<file path="src/rtl/uart_pkg.sv">
// Shared types and constants for the UART transmit path.
package uart_pkg;

    localparam int UART_DATA_W = 8;

    typedef enum logic [1:0] {
        IDLE  = 2'd0,
        START = 2'd1,
        WAIT  = 2'd2
    } tx_fifo_state_t;

endpackage

</file>
<file path="src/rtl/sync_fifo.sv">
// Single-clock circular FIFO with registered occupancy count.
// Push is rejected when full, and flush wins over both push and pop.
module sync_fifo
    import uart_pkg::*;
#(
    parameter int DEPTH  = 16,
    parameter int DATA_W = UART_DATA_W
) (
    input  logic                       clk,
    input  logic                       rst,
    input  logic                       push,
    input  logic                       pop,
    input  logic                       flush,
    input  logic [DATA_W-1:0]          wdata,
    output logic [DATA_W-1:0]          rdata,
    output logic                       full,
    output logic                       empty,
    output logic [$clog2(DEPTH+1)-1:0] count,
    output logic                       overflow
);

    localparam int PW = $clog2(DEPTH);
    localparam int CW = $clog2(DEPTH + 1);
    localparam logic [CW-1:0] FULL_COUNT = CW'(DEPTH);

    logic [DATA_W-1:0] mem [DEPTH];
    logic [PW-1:0]     wr_ptr;
    logic [PW-1:0]     rd_ptr;
    logic              do_push;
    logic              do_pop;

    assign full     = (count == FULL_COUNT);
    assign empty    = (count == '0);
    assign do_push  = push && !full && !flush;
    assign do_pop   = pop && !empty && !flush;
    // A push dropped by flush is not an overflow.
    assign overflow = push && full && !flush;
    assign rdata    = mem[rd_ptr];

    // NOTE: storage is deliberately not reset; only pointers and count
    // define validity, and leaving the array unreset lets it map to RAM.
    always_ff @(posedge clk) begin
        if (do_push) begin
            mem[wr_ptr] <= wdata;
        end
    end

    // NOTE: non-blocking assignments keep every register updating from
    // pre-edge values, independent of statement order.
    always_ff @(posedge clk or negedge rst) begin
        if (!rst) begin
            wr_ptr <= '0;
            rd_ptr <= '0;
            count  <= '0;
        end else if (flush) begin
            wr_ptr <= '0;
            rd_ptr <= '0;
            count  <= '0;
        end else begin
            if (do_push) begin
                wr_ptr <= wr_ptr + PW'(1);
            end
            if (do_pop) begin
                rd_ptr <= rd_ptr + PW'(1);
            end
            if (do_push && !do_pop) begin
                count <= count + CW'(1);
            end else if (do_pop && !do_push) begin
                count <= count - CW'(1);
            end
        end
    end

endmodule

</file>
<file path="src/rtl/uart_tx_fifo.sv">
// Byte buffer in front of the UART transmitter: FIFO plus a drain FSM
// that hands one byte at a time to the transmitter start/data inputs.
module uart_tx_fifo
    import uart_pkg::*;
#(
    parameter int DEPTH  = 16,
    parameter int DATA_W = UART_DATA_W
) (
    input  logic                       clk,
    input  logic                       rst,
    input  logic                       wr_en,
    input  logic [DATA_W-1:0]          wr_data,
    input  logic                       flush,
    output logic                       full,
    output logic                       empty,
    output logic [$clog2(DEPTH+1)-1:0] count,
    output logic                       overflow,
    output logic                       tx_start,
    output logic [DATA_W-1:0]          tx_data,
    input  logic                       tx_active,
    input  logic                       done_tx
);

    tx_fifo_state_t    state_q;
    tx_fifo_state_t    state_d;
    logic              pop;
    logic [DATA_W-1:0] rdata;

    sync_fifo #(
        .DEPTH  (DEPTH),
        .DATA_W (DATA_W)
    ) u_fifo (
        .clk      (clk),
        .rst      (rst),
        .push     (wr_en),
        .pop      (pop),
        .flush    (flush),
        .wdata    (wr_data),
        .rdata    (rdata),
        .full     (full),
        .empty    (empty),
        .count    (count),
        .overflow (overflow)
    );

    always_ff @(posedge clk or negedge rst) begin
        if (!rst) begin
            state_q <= IDLE;
        end else begin
            state_q <= state_d;
        end
    end

    // NOTE: every output gets a default before the case, so no path can
    // leave one unassigned and infer a latch.
    always_comb begin
        state_d  = state_q;
        pop      = 1'b0;
        tx_start = 1'b0;
        case (state_q)
            IDLE: begin
                if (!empty && !tx_active && !flush) begin
                    pop     = 1'b1;
                    state_d = START;
                end
            end
            START: begin
                tx_start = 1'b1;
                state_d  = WAIT;
            end
            WAIT: begin
                if (done_tx) begin
                    state_d = IDLE;
                end
            end
            default: state_d = IDLE;
        endcase
    end

    // Holds the popped byte steady for the whole START/WAIT frame.
    always_ff @(posedge clk or negedge rst) begin
        if (!rst) begin
            tx_data <= '0;
        end else if (pop) begin
            tx_data <= rdata;
        end
    end

endmodule
</file>
<file path="config.mk">
export PLATFORM = sky130hd
export DESIGN_NAME = uart_tx_fifo
export DESIGN_NICKNAME = d
export VERILOG_FILES = /design/src/rtl/uart_pkg.sv /design/src/rtl/sync_fifo.sv /design/src/rtl/uart_tx_fifo.sv
export SDC_FILE = /design/constraint.sdc
export NUM_CORES = 1
export LEC_CHECK = 0
export ABC_AREA = 1
export BUFFER_PORTS_ARGS = -buffer_cell sky130_fd_sc_hd__buf_2
export CAP_MARGIN = 20
export CORE_ASPECT_RATIO = 1.1
export CORE_MARGIN = 1
export CORE_UTILIZATION = 55
export CTS_BUF_LIST = sky130_fd_sc_hd__clkbuf_8
export DETAILED_ROUTE_END_ITERATION = 10
export GPL_ROUTABILITY_DRIVEN = 0
export PLACE_DENSITY_LB_ADDON = 0.1
export SYNTH_ARGS = -nofsm -noshare
export SYNTH_HDL_FRONTEND = slang
export SYNTH_HIERARCHICAL = 1
export SYNTH_SLANG_ARGS = --single-unit
export TNS_END_PERCENT = 30
</file>
<file path="constraint.sdc">
create_clock -name clk -period 5.75 [get_ports clk]
set_clock_uncertainty 0.15 [all_clocks]
set_input_delay 0.575 -clock clk [delete_from_list [all_inputs] [get_ports clk]]
set_output_delay 0.575 -clock clk [all_outputs]
set_load 0.005 [all_outputs]
</file>
==> results by group, run 1 <==
Run status
  • Outcome: completed

Synthesis
  • Syn Area/Cell: approximately 12 sq um
  • Seq cells post-synth: 151
  • Syn nets: 567
  • Top-count cell post-synth: edfxtp_1
  • YS warnings: 6
  • Asr flop ratio synth: 15.2%
  • Top post-synthesis cells by count: edfxtp_1 (128), nand2_1 (123), nor2_1 (43)
  • Cell count after synthesis: 543
  • Synth area leader: edfxtp_1
  • EDFF count, synth: between 100 and 150
  • Post-synth top flop: edfxtp_1
  • Dominant cells by area after synthesis: edfxtp_1 (61%), dfrtp_1 (9.1%), nand2_1 (7.3%)
  • Cell Area, Synth: approximately 6300 sq um
  • Synth top area share: 60.6%
  • Netlist cell types: 31
  • Sequential area share after synthesis: 69.7%

CTS
  • Skew-Pair Late Insertion Delay: between 0.4 and 0.5 ns
  • Num Clock Sinks: 151
  • Total clock buffers created by CTS: 17
  • CTS root buf: clkbuf_8
  • Setup bufs post-CTS: 0
  • Htree depth: 4
  • CTS tree: yes
  • Max Root-Sink Buffers: 2
  • Worst-path clk slew: 0.09 ns

Worst hold path
  • Worst hold path depth: 2
  • Hold EP: state_q[1]
  • Tightest Hold Check Type: input pin to register
  • Min-delay src: done_tx

Route
  • Met3 WL post-DR: 1.15 mm
  • Final ANT Viol Nets: 0
  • Wire length on met1: 6.07 mm
  • Routed wl met2: 6.73 mm
  • Drt first-iter violations: 424
  • WL/cell: 19.3 microns
  • Vias after detailed routing: 4281
  • Vias per Instance: 5.83
  • DRC: 0
  • DR pass1 iterations: 5
  • Uppermost layer routed: met4
  • Final wirelength: roughly 14 mm

Final layout
  • Area delta synth->final: 9.74%
  • Nets@finish: 598
  • Antenna cells: 0
  • Layout cells sized above 1: 13.6%
  • Final Cell Area: ~7000 sq um

Job
  • Max_cap viols: 0

Floorplan
  • Cell Rows: 40
  • Initial Util: around 57%
  • I/O pin total: 31
  • Die area: 12000 sq um
  • Die Span X: 104 microns
  • Die Span Y: 115 microns
  • Core Region: between 10000 and 15000 sq um

Power and ir drop
  • Internal power: 1790 uW
  • Share of power burned in registers: 50.2%
  • Net Switching: 783 uW
  • Leak: 0.00263 uW
  • Pwr dens: 370 nW/um^2
  • Clock network power share: 29.7%
  • Worst vdd ir: 0.173 mV
  • Switching Fraction: 30.4%
  • Combinational share of power: 20.0%

Placed design
  • Port buffer count: 30
  • Placed cell area: 6580 sq um
  • DP Wirelength: 8.84 mm

Setup path
  • R2R cell count: 17
  • Worst-path maximum fanout: 10
  • Worst EP arrival: 2.93 ns
  • Crit path kind: register to register
  • Crit end category: register
  • CP Launch Type: register
  • RR Endpoint: u_fifo/count[4]
  • CP Data Required Time: 5.95 ns
  • R2R Path Start: u_fifo/count[1]
  • R2R Setup Slk: 3.02 ns

Timing
  • Final Hold Fails: 0
  • Tmin final: 2.73 ns
  • F_max: 367 MHz
  • Smallest hold slack: around 0.16 ns
  • Slew Viols, Final: 0
  • Final period utilization: 47.4%
  • Setup TNS: 0 ns
  • Max_slew headroom: approximately 40%
  • Final setup vio count: 0
  • RSZ-0062 raised after global routing: false
  • Worst slew pin tran: 0.893 ns

GRT
  • GRT Residual Overflow: 0
  • First-pass GRT wire length: approximately 22 mm
  • All-Layer GR Usage: about a quarter
  • Largest net degree at the start of global routing: 80
  • Initial antenna violation count: 0
  • Vias in the first global route: 3787
layer usage:
layer,global-route usage [%],vias up
li1,-,1974
met1,35.4,2086
met2,39.0,197
met3,5.52,24
met4,8.38,0
met5,0,-
power by group through the flow:
stage	sequential, uW	clock [uW]	combinational [uW]
after floorplan	1320	0	349
after global placement	1320	0	501
after detailed placement	1320	0	515
after CTS	1290	778	519
after global routing	1300	819	578
final	1290	767	516
critical path, cell delays in order, from the launching register on:
cell and delay (ns):
dfrtp_1 0.45, nor2_1 0.21, nand3_1 0.16, inv_1 0.12
inv_2 0.09, nand3_4 0.15, inv_1 0.07, nand2_2 0.12
nand2_4 0.11, fa_1 0.43, nand3_1 0.14, nand3_1 0.09
nand2_1 0.10, inv_1 0.04, nand2_1 0.05, nand2_1 0.05
nand2_1 0.05, nand2_1 0.04
registers in the layout, summed over array words and instances, names as in the netlist:
signal,count
tx_data,8
u_fifo/rd_ptr,4
state_q,2
u_fifo/wr_ptr,4
u_fifo/mem,128
u_fifo/count,5
layout make-up:
type                    instances  area, sq um
well taps                     147          184
clock buffers                  20          275
repair buffers                 33          175
inverters                      35          135
fillers                       884         4100
flip-flops and latches        151         4420
multi-input cells             336         1670
clock inverters                12          100
metrics by stage:
| step | cells | setup WS (ns) | power [uW] | utilization, % |
|---|---|---|---|---|
| global route | 734 | 2.82 | 2700 | 62.9 |
| CTS | 734 | 3.04 | 2590 | 62.9 |
| detailed placement | 701 | 3.06 | 1830 | 59.5 |
| floorplan | 543 | 3.33 | 1670 | - |
| global placement | 701 | 3.16 | 1820 | 59.5 |
| finish | 734 | 3.02 | 2580 | 62.9 |
timing repair:
item                                   in CTS  in global routing
endpoints found under the hold margin      23                  0
hold buffers                                1                  0
gates resized for setup                     0                  0
worst max-delay path by stage:
stage,from,endpoint,slack (ns),depth (start not counted)
2_1_floorplan,u_fifo/count[0],u_fifo/count[4],3.33,17
3_3_place_gp,u_fifo/rd_ptr[0],tx_data[0],3.16,8
3_5_place_dp,u_fifo/count[1],u_fifo/count[4],3.06,17
4_1_cts,u_fifo/count[1],u_fifo/count[4],3.04,17
5_1_grt,u_fifo/count[1],u_fifo/count[4],2.82,17
6_report,u_fifo/count[1],u_fifo/count[4],3.02,17
logic make-up (layout without fill, tap and decap cells):
kind of cell             Yosys count  after routing  share of synthesized area [%]
buffers and inverters             56            100                           3.98
AND/OR/NAND/NOR                  236            236                           16.4
AO/OA/AOI/OAI                     88             88                           7.57
adder cells (fa/ha/maj)           10             10                           2.09
XOR/XNOR                           2              2                          0.276
flip-flops                       151            151                           69.7
layout by cell type, fill, tap and decap left out, types with 2 or more instances in the layout:
| cell | instances |
|---|---|
| a21oi_1 | 25 |
| buf_2 | 30 |
| buf_4 | 2 |
| clkbuf_8 | 20 |
| clkinv_2 | 7 |
| clkinvlp_4 | 3 |
| dfrtp_1 | 22 |
| edfxtp_1 | 128 |
| ha_1 | 9 |
| inv_1 | 29 |
| inv_2 | 3 |
| inv_6 | 2 |
| nand2_1 | 123 |
| nand2_2 | 5 |
| nand3_1 | 38 |
| nand4_1 | 20 |
| nor2_1 | 43 |
| nor2_4 | 2 |
| nor3_1 | 2 |
| o211ai_1 | 12 |
| o21ai_0 | 40 |
| o21ai_1 | 5 |
| o22ai_1 | 4 |
| xnor2_1 | 2 |
(Power assumes the default switching activity.)
==> run 2: changes to the inputs <==
ABC_AREA = 0   (was 1)
clock period = 2.48 ns   (was 5.75 ns; I/O delays follow)
==> run 2 against run 1 <==
The flow now finishes with violations (setup timing). Worst setup slack lost 3.3 ns. Routed wire length is 3.7% lower. Critical endpoint unchanged. Total power rose to 2.6 times the previous value. Count of clock-buffer cells in the layout down 3. First-iteration DRC count down 31%. Highest routed layer unchanged. Final cell count is 16% lower. Critical path depth fell by 6. Core utilization rose by 6.4 points.
==> results by group, run 2 <==
Route
  • Drt first-iter violations: 294 (-31%)
  • Final wirelength: 13.6 mm (-3.7%)
  • Vias per Instance: 5.97 (+2.4%)
  • DR pass1 iterations: 5 (unchanged)
  • WL/cell: 22.2 microns (+15%)
  • Final ANT Viol Nets: 0 (unchanged)
  • DRC: 0 (unchanged)
  • Vias after detailed routing: 3679 (-14%)

Synthesis
  • Syn Area/Cell: 17.0 sq um (+45%)
  • Cell Area, Synth: 6320 sq um (-0.32%)
  • YS warnings: 6 (unchanged)
  • Top-count cell post-synth: edfxtp_1
  • Asr flop ratio synth: 15.2% (unchanged)
  • Dominant cells by area after synthesis: edfxtp_1 (61%), dfrtp_1 (9.1%), mux4_2 (5.7%)
  • Syn nets: 397 (-30%)
  • Netlist cell types: 47 (+52%)
  • Largest family of logic cells by synthesized area: multiplexers
  • Synth Area in Simple Gates: 5.34% (-11 points)
  • Sequential area share after synthesis: 69.9% (+0.22 points)
  • Synth area leader: edfxtp_1
  • Adder-cell share of the synthesized area: 2.10% (+0.0066 points)
  • Seq cells post-synth: 151 (unchanged)
  • EDFF count, synth: 128 (unchanged)
  • Cell count after synthesis: 373 (-31%)
  • Post-synth top flop: edfxtp_1
  • Mux contribution to synthesized area: 13.4% (+13 points)
  • Compound-cell area share of the yosys netlist: 6.43% (-1.1 points)
  • Post-Synth XOR/XNOR Area: 0.970% (+0.69 points)
  • Top post-synthesis cells by count: edfxtp_1 (128), mux2i_1 (35), nor2_1 (26)
  • Synth top area share: 60.8% (+0.19 points)

Timing
  • Max_slew headroom: 60.4% (+20 points)
  • Final setup vio count: 5 (+5)
  • RSZ-0062 raised after global routing: true
  • Worst slew pin tran: 0.594 ns (-0.298 ns)
  • Slew Viols, Final: 0 (unchanged)
  • Setup TNS: -0.881 ns (-0.881 ns)
  • F_max: 365 MHz (-0.29%)
  • Final period utilization: 110% (+63 points)
  • Fin worst setup slack: -0.256 ns (-3.28 ns)
  • Tmin final: 2.74 ns (+0.00800 ns)
  • Final Hold Fails: 0 (unchanged)

Final layout
  • Commonest non-fill, non-tap cell in the layout: edfxtp_1
  • Nets@finish: 480 (-20%)
  • Max reg flops: 128 (unchanged)
  • Area delta synth->final: 21.4%
  • Biggest regs: u_fifo/mem x128, tx_data x8, u_fifo/count x5
  • Antenna cells: 0 (unchanged)
  • Most frequent cells in the layout: edfxtp_1 (128), buf_4 (45), mux2i_1 (34), buf_2 (30), dfrtp_1 (20)
  • Fin cells: 616 (-16%)
  • Biggest register: u_fifo/mem
  • Layout cells sized above 1: 38.0% (+24 points)
  • Final Cell Area: 7670 sq um (+10%)
  • Filler cells: 700 (-21%)

Setup path
  • Crit path kind: register to register
  • CP Launch Type: register
  • Crit end category: register
  • Worst-path maximum fanout: 4 (-6)
  • Worst EP arrival: 2.94 ns (about the same)
  • CP Data Required Time: 2.69 ns (-3.26 ns)

Run status
  • Failing checks: setup timing
  • Outcome: finished with violations

CTS
  • CTS root buf: clkbuf_8
  • Max Root-Sink Buffers: 2 (unchanged)
  • Skew-Pair Late Insertion Delay: 0.43 ns (-0.02 ns)
  • Num Clock Sinks: 151 (unchanged)
  • Htree depth: 4 (unchanged)
  • Total clock buffers created by CTS: 17 (unchanged)
  • CTS tree: yes
  • Worst-path clk slew: 0.08 ns (about the same)

Placed design
  • Placed cell count: 571 (-19%)
  • Port buffer count: 30 (unchanged)
  • DP Wirelength: 9.00 mm (+1.8%)
  • Placed cell area: 6950 sq um (+5.7%)

GRT
  • Largest net degree at the start of global routing: 24 (-70%)
  • First-pass GRT wire length: 20.7 mm (-4.5%)
  • All-Layer GR Usage: 24.5% (-0.64 points)
  • GRT Residual Overflow: 0 (unchanged)
  • Vias in the first global route: 3660 (-3.4%)
  • Initial antenna violation count: 0 (unchanged)

Power and ir drop
  • Net Switching: 1850 uW (+140%)
  • Pwr dens: 880 nW/um^2 (+140%)
  • Worst vdd ir: 0.552 mV (+220%)
  • Combinational share of power: 26.1% (+6.1 points)
  • Clock network power share: 29.1% (-0.6 points)
  • Share of power burned in registers: 44.8% (-5.4 points)
  • Switching Fraction: 27.3% (-3.1 points)
  • Internal power: 4910 uW (+170%)
  • Final Power: 6760 uW (+160%)
  • Leak: 0.00269 uW (+2.2%)

Floorplan
  • Die Span X: 104 microns (-0.15%)
  • Core Region: 11100 sq um (unchanged)
  • Die area: 11900 sq um (-0.31%)
  • Die Span Y: 114 microns (-0.15%)
  • Cell Rows: 40 (unchanged)
  • Initial Util: 57.2% (-0.18 points)
  • I/O pin total: 31 (unchanged)

Worst hold path
  • Tightest Hold Check Type: input pin to register

Job
  • Max_cap viols: 0 (unchanged)
## run 2: cell types whose count changed in the layout (fill, tap and decap cells not counted), moves of 20 or more
cell	previous run	this run
inv_1	29	8
o21ai_0	40	9
nand3_1	38	3
nand4_1	20	0
nand2_1	123	14
buf_4	2	45
mux2i_1	0	34
a21oi_1	25	1
nor2_1	43	15
## run 2: through the flow
stage | utilization, % | hold WS, ns | setup WS [ns]
global route | 69.4 | 0.0374 | -0.351
floorplan | - | -0.198 | -0.515
CTS | 68.1 | 0.0145 | -0.186
detailed placement | 62.9 | 0.119 | -0.279
finish | 69.4 | 0.0439 | -0.256
global placement | 62.9 | 0.105 | -0.213
## run 2: power groups by stage
stage / clock [uW] / combinational (uW) / sequential (uW)
after floorplan: 0 / 923 / 3070
after global placement: 0 / 1410 / 3080
after detailed placement: 0 / 1450 / 3080
after CTS: 2000 / 1560 / 3030
after global routing: 2090 / 1890 / 3050
final: 1970 / 1760 / 3030
## run 2: repair_timing
action,in CTS,in global routing
setup endpoints to repair,18,16
endpoints found under the hold margin,24,0
buffers inserted,3,7
hold buffers,3,0
gates cloned,0,0
pin swaps,10,9
gates resized for setup,21,15
## run 2: logic make-up (layout without fill, tap and decap cells)
group                    after synthesis  after routing
flip-flops                           151            151
AND/OR/NAND/NOR                       65             65
multiplexers                          62             62
AO/OA/AOI/OAI                         52             52
buffers and inverters                 26            122
adder cells (fa/ha/maj)               10             10
XOR/XNOR                               7              7
## run 2: final timing paths
kind	to	from	slack [ns]	cells after the start
min in group asynchronous	tx_data[3]	rst	0.20	2
setup / recovery	u_fifo/count[4]	u_fifo/count[0]	-0.26	11
hold reg to reg	tx_data[3]	tx_data[3]	0.36	1
hold / removal	u_fifo/mem[9][7]	wr_data[7]	0.04	1
max in group asynchronous	u_fifo/rd_ptr[0]	rst	1.56	2
setup reg to reg	u_fifo/count[4]	u_fifo/count[0]	-0.26	11
## run 2: area by class of cell
cell class | instances | area [sq um] | share of cell area [%]
multi-input combinational | 196 | 2000 | 26.0
timing repair buffer | 84 | 629 | 8.20
inverter | 6 | 22.5 | 0.293
tap | 147 | 184 | 2.40
clock inverter | 15 | 186 | 2.43
sequential | 151 | 4420 | 57.6
clock buffer | 17 | 234 | 3.05
## run 2: worst max-delay path, cell delays in order, from the launching register on
cell and delay [ns]:
dfrtp_2 0.41, or4_4 0.54, nor2_4 0.10, or4_4 0.16
nor2_8 0.04, o21ai_4 0.08, nand2_4 0.12, fa_2 0.43
nand3_4 0.11, a211oi_4 0.07, a311o_1 0.27, a31oi_1 0.17
## run 2: per-layer routing
metal	part of all wire (%)	GRT usage (%)	vias to the layer above
li1	-	-	1634
met3	4.7	5.24	32
met1	42	32.1	1886
met2	50	39.6	127
met5	0	0	-
met4	3.3	11.5	0
